[src/rtl/svm_score.sv]
// svm_score: streaming SVM window scorer, feature x ROM weight MAC over one window.
// Define SVM_SAT_EN for saturating accumulate and bias add instead of wrap.
module svm_score #(
  parameter int FEA_W       = 12,
  parameter int W_W         = 12,
  parameter int ACC_W       = 32,
  parameter int FEA_PER_BLK = 36,
  parameter int BLK_PER_WIN = 105,
  parameter int WADDR_W     = 12,
  parameter logic signed [ACC_W-1:0] BIAS = '0
) (
  input  logic               clk,
  input  logic               rst,
  input  logic               clear,
  input  logic [FEA_W-1:0]   fea,
  input  logic               i_valid,
  output logic [WADDR_W-1:0] w_addr,
  input  logic [W_W-1:0]     w_data,
  output logic [ACC_W-1:0]   score,
  output logic               detect,
  output logic               o_valid,
  output logic               busy
);

  localparam int PW   = FEA_W + W_W + 1;
  localparam int FI_W = $clog2(FEA_PER_BLK);
  localparam int BI_W = $clog2(BLK_PER_WIN);

  logic [WADDR_W-1:0] waddr_q, waddr_d;
  logic [FI_W-1:0]    fea_idx_q, fea_idx_d;
  logic [BI_W-1:0]    blk_idx_q, blk_idx_d;

  logic             v1_q, v1_d, first1_q, first1_d, last1_q, last1_d;
  logic [FEA_W-1:0] fea1_q, fea1_d;
  logic             v2_q, v2_d, first2_q, first2_d, last2_q, last2_d;
  logic [PW-1:0]    p2_q, p2_d;
  logic [ACC_W-1:0] acc_q, acc_d;
  logic [ACC_W-1:0] score_q, score_d;
  logic             detect_q, detect_d;
  logic             o_valid_q, o_valid_d;
  logic             busy_q, busy_d;

  logic             accept, first_fea, last_fea, fin;
  logic [PW-1:0]    prod;
  logic [ACC_W-1:0] term, sum, score_calc;

  function automatic logic [ACC_W-1:0] acc_add(
    input logic [ACC_W-1:0] a,
    input logic [ACC_W-1:0] b
  );
    logic [ACC_W-1:0] s;
    s = a + b;
`ifdef SVM_SAT_EN
    // overflow only when both operands share a sign the sum lost
    if (a[ACC_W-1] == b[ACC_W-1] && s[ACC_W-1] != a[ACC_W-1])
      s = a[ACC_W-1] ? {1'b1, {(ACC_W-1){1'b0}}}
                     : {1'b0, {(ACC_W-1){1'b1}}};
`endif
    return s;
  endfunction

  assign accept    = i_valid & ~clear;
  assign first_fea = (waddr_q == '0);
  assign last_fea  = (fea_idx_q == FI_W'(FEA_PER_BLK - 1)) &&
                     (blk_idx_q == BI_W'(BLK_PER_WIN - 1));

  always_comb begin
    waddr_d   = waddr_q;
    fea_idx_d = fea_idx_q;
    blk_idx_d = blk_idx_q;
    if (clear || (i_valid && last_fea)) begin
      waddr_d   = '0;
      fea_idx_d = '0;
      blk_idx_d = '0;
    end else if (i_valid) begin
      waddr_d = waddr_q + WADDR_W'(1);
      if (fea_idx_q == FI_W'(FEA_PER_BLK - 1)) begin
        fea_idx_d = '0;
        blk_idx_d = blk_idx_q + BI_W'(1);
      end else begin
        fea_idx_d = fea_idx_q + FI_W'(1);
      end
    end
  end

  always_comb begin
    v1_d     = accept;
    fea1_d   = accept ? fea : fea1_q;
    first1_d = accept & first_fea;
    last1_d  = accept & last_fea;

    prod = $signed({{(PW-FEA_W){1'b0}}, fea1_q}) *
           $signed({{(PW-W_W){w_data[W_W-1]}}, w_data});
    v2_d     = v1_q & ~clear;
    p2_d     = v1_q ? prod : p2_q;
    first2_d = v1_q & first1_q & ~clear;
    last2_d  = v1_q & last1_q & ~clear;

    // first tag travels with the term, so a new window never reads old acc
    term  = {{(ACC_W-PW){p2_q[PW-1]}}, p2_q};
    sum   = first2_q ? term : acc_add(acc_q, term);
    acc_d = v2_q ? sum : acc_q;

    fin        = v2_q & last2_q & ~clear;
    score_calc = acc_add(sum, BIAS);
    score_d    = fin ? score_calc : score_q;
    detect_d   = fin ? (~score_calc[ACC_W-1] & (|score_calc)) : detect_q;
    o_valid_d  = fin;

    busy_d = busy_q;
    if (clear)       busy_d = 1'b0;
    else if (accept) busy_d = 1'b1;
    else if (fin)    busy_d = v1_q;
  end

  always_ff @(posedge clk or posedge rst) begin
    if (rst) begin
      waddr_q   <= '0;
      fea_idx_q <= '0;
      blk_idx_q <= '0;
      v1_q      <= 1'b0;
      fea1_q    <= '0;
      first1_q  <= 1'b0;
      last1_q   <= 1'b0;
      v2_q      <= 1'b0;
      p2_q      <= '0;
      first2_q  <= 1'b0;
      last2_q   <= 1'b0;
      acc_q     <= '0;
      score_q   <= '0;
      detect_q  <= 1'b0;
      o_valid_q <= 1'b0;
      busy_q    <= 1'b0;
    end else begin
      waddr_q   <= waddr_d;
      fea_idx_q <= fea_idx_d;
      blk_idx_q <= blk_idx_d;
      v1_q      <= v1_d;
      fea1_q    <= fea1_d;
      first1_q  <= first1_d;
      last1_q   <= last1_d;
      v2_q      <= v2_d;
      p2_q      <= p2_d;
      first2_q  <= first2_d;
      last2_q   <= last2_d;
      acc_q     <= acc_d;
      score_q   <= score_d;
      detect_q  <= detect_d;
      o_valid_q <= o_valid_d;
      busy_q    <= busy_d;
    end
  end

  assign w_addr  = waddr_q;
  assign score   = score_q;
  assign detect  = detect_q;
  assign o_valid = o_valid_q;
  assign busy    = busy_q;

endmodule
[config.mk]
export PLATFORM = sky130hd
export DESIGN_NAME = svm_score
export DESIGN_NICKNAME = d
export VERILOG_FILES = /design/src/rtl/svm_score.sv
export SDC_FILE = /design/constraint.sdc
export NUM_CORES = 1
export LEC_CHECK = 0
export ABC_CLOCK_PERIOD_IN_PS = 12000
export CAP_MARGIN = 20
export CORE_MARGIN = 2
export CORE_UTILIZATION = 40
export DETAILED_ROUTE_END_ITERATION = 7
export SYNTH_ARGS = -nofsm -noshare
export SYNTH_HDL_FRONTEND = slang
export SYNTH_SLANG_ARGS = --single-unit
[constraint.sdc]
create_clock -name clk -period 12 [get_ports clk]
set_clock_uncertainty 0.05 [all_clocks]
set_input_delay 3.6 -clock clk [delete_from_list [all_inputs] [get_ports clk]]
set_output_delay 3.6 -clock clk [all_outputs]
set_load 0.03 [all_outputs]
==> metrics.yaml <==
cts_tree: "yes"
hold-path-endpoint: "last2_q"
dp_hpwl_mm: 21.1
route.detailed.wl_per_inst_um: 15.4
fin_tns_setup_ns: 0
core_um2: 30400
nNetsFinal: 1637
diodes: 0
fin_ws_ns: 2.36
slew_violations: 0
r2r_start: "fea1_q[6]"
hold_path.class: "reg2reg"
cts_sinks: 135
max_freq_mhz: 104
numCtsBuffers: 17
grt_use_total_pct: 18.9
avgSynthCellArea_um2: 9.09
place_congestion: 0.891
synthesis.instances: 1353
cts-root-buf: "clkbuf_16"
vias: 9416
clock_path_buffers: 2
fin_util_pct: 45.9
critical_path_class: "in2reg"
drive_above_1_share_pct: 5.89
synth_edf_count: 0
post-place-ws_ns: 1.90
port-buffer-count: 74
maxCapViolCount: 0
route.detailed.drc: 0
start_util_pct: 40.4
tightest_slew_ns: 1.07
hold_viol_final: 0
wirelength_mm: 27.9
drt-initial-drc-count: 424
r2r_end: "p2_q[24]"
min_period_over_period_pct: 80.4
grt_use_met2_pct: 32.7
status: "finished clean"
grt_pass1_wl_mm: 48.1
fp.dieW_um: 179
arrival_ns: 9.91
overflow: 0
r2r_slack_ns: 5.65
seq_area_frac_synth_pct: 27.5
holdPathStages: 1
rsz0062_at_grt: "no"
cts_resized: 0
grt_antenna_before_repair: 0
final_common_cell: "inv_1"
use_met1_pct: 24.5
cp-end-kind: "register"
die_height_um: 179
drtAntennaViolNets: 0
post_cts_buffers: 0
relSlewSlack_pct: 28.4
clk_pin_slew_worst_paths_ns: 0.06
layout_common_cells: "172 x inv_1, 163 x nand2_1, 134 x dfrtp_1, 112 x ha_1, 102 x fa_1"
synth_cell_types: 67
synth_warnings: 0
rows: 64
async_reset_ff_share_pct: 100
r2r_cells: 20
area_growth_pct: 13.5
met3_usage_pct: 2.51
syn_area_um2: 12300
globalRoute.busiestLayer: "met2"
synthFlopType: "dfrtp_1"
synthesis.nets: 1595
grt_pass1_vias: 9748
cts_hold_buffers: 0
avgViaCountPerCell: 5.22
path_max_fanout: 8
drt-pass1-iter-count: 5
worstSkewPairLatency_ns: 0.43
setup_viol: 0
min-delay-start: "last1_q"
ios: 75
h-tree-depth: 4
cp.required_ns: 12.27
grt_max_degree: 71
ys_ff_latch: 135
die-area_um2: 32200
period_minus_slack_ns: 9.64
worstSetupStartpointType: "input port"
-- layout make-up --
type / count / area (um2)
fill: 2961 / 16500
multi-input combinational: 986 / 8040
sequential: 135 / 3380
timing repair buffer: 79 / 798
inverter: 176 / 666
tap: 396 / 495
clock buffer: 21 / 460
clock inverter: 11 / 125
-- synth_stat cells (3+ instances only) --
master	n	area share (%)
a31oi_1	10	0.51
o21a_1	7	0.43
nor2_1	93	2.8
xor2_1	22	1.6
ha_1	112	11
buf_2	5	0.20
nand4_1	14	0.71
mux2i_1	20	1.6
o22ai_1	3	0.15
a211oi_1	6	0.37
fa_1	102	17
nor4_1	6	0.31
nand4b_1	3	0.21
and3_1	7	0.36
o21bai_1	8	0.49
and4_1	3	0.21
xnor2_1	30	2.1
o41ai_1	3	0.21
and2_1	62	3.2
a21oi_1	80	3.3
nor4b_1	5	0.36
a221o_1	3	0.24
clkbuf_1	47	1.4
o21ai_1	12	0.49
or3_1	5	0.25
o21ai_0	42	1.7
o31a_1	4	0.28
dfrtp_1	135	27
mux2_2	38	3.5
buf_1	3	0.092
nand3_1	17	0.69
a21o_1	20	1.2
inv_1	173	5.3
nor3_1	15	0.61
nand2_1	163	5.0
nor2b_1	9	0.46
o211ai_1	11	0.67
nor3b_1	6	0.37
a211o_1	4	0.28
nand2b_1	11	0.56
-- layer usage --
layer  up-vias  part of all wire (%)
met3        37                   2.2
met5         -                     0
met1      4691                    46
met4         0                   2.3
li1       4561                     -
met2       127                    50
-- worst max-delay path, stage by stage --
cell,delay (ns)
clkdlybuf4s50_1,0.65
clkinv_1,0.31
nor2_1,0.22
fa_1,0.44
fa_1,0.52
fa_1,0.53
fa_1,0.54
inv_1,0.05
fa_1,0.52
inv_1,0.04
ha_1,0.34
and2_1,0.17
a31oi_1,0.13
o31ai_1,0.11
o41ai_1,0.57
o21ai_0,0.20
a21oi_1,0.29
o21ai_1,0.11
a21oi_1,0.18
xnor2_1,0.08
mux2_2,0.27
-- sequential cells by signal (all words and copies together), names as in the netlist --
name / flops
acc_q: 32
score: 32
p2_q: 25
fea1_q: 12
w_addr: 12
blk_idx_q: 7
fea_idx_q: 6
busy: 1
detect: 1
first1_q: 1
first2_q: 1
last1_q: 1
last2_q: 1
o_valid: 1
v1_q: 1
v2_q: 1
-- worst max-delay path by stage --
stage / start / to / slack [ns] / cells after the start
floorplan: w_data[5] / p2_q[24] / 3.05 / 21
global placement: w_data[11] / p2_q[24] / 2.07 / 21
detailed placement: w_data[11] / p2_q[24] / 1.90 / 21
CTS: w_data[11] / p2_q[24] / 2.34 / 21
global route: w_data[11] / p2_q[24] / 1.84 / 21
finish: w_data[11] / p2_q[24] / 2.36 / 21
-- per-stage QoR --
stage	hold slack, ns	area [um2]	std cells
3_5_place_dp	0.392	13400	1771
6_report	0.403	14000	1804
3_3_place_gp	0.386	13400	1771
4_1_cts	0.405	13900	1803
2_1_floorplan	0.378	12300	1353
5_1_grt	0.431	14000	1804
-- kinds of logic (layout without fill, tap and decap cells) --
group / count (synthesis) / after routing / share of synthesized area (%)
AO/OA/AOI/OAI: 232 / 232 / 11.7
XOR/XNOR: 52 / 52 / 3.70
adder cells (fa/ha/maj): 214 / 214 / 28.0
buffers and inverters: 232 / 287 / 7.19
flip-flops: 135 / 135 / 27.5
multiplexers: 58 / 58 / 5.11
AND/OR/NAND/NOR: 430 / 430 / 16.8
Power is not shown: default switching activity piles up to over one toggle a cycle in this logic, so the estimate is an artifact.
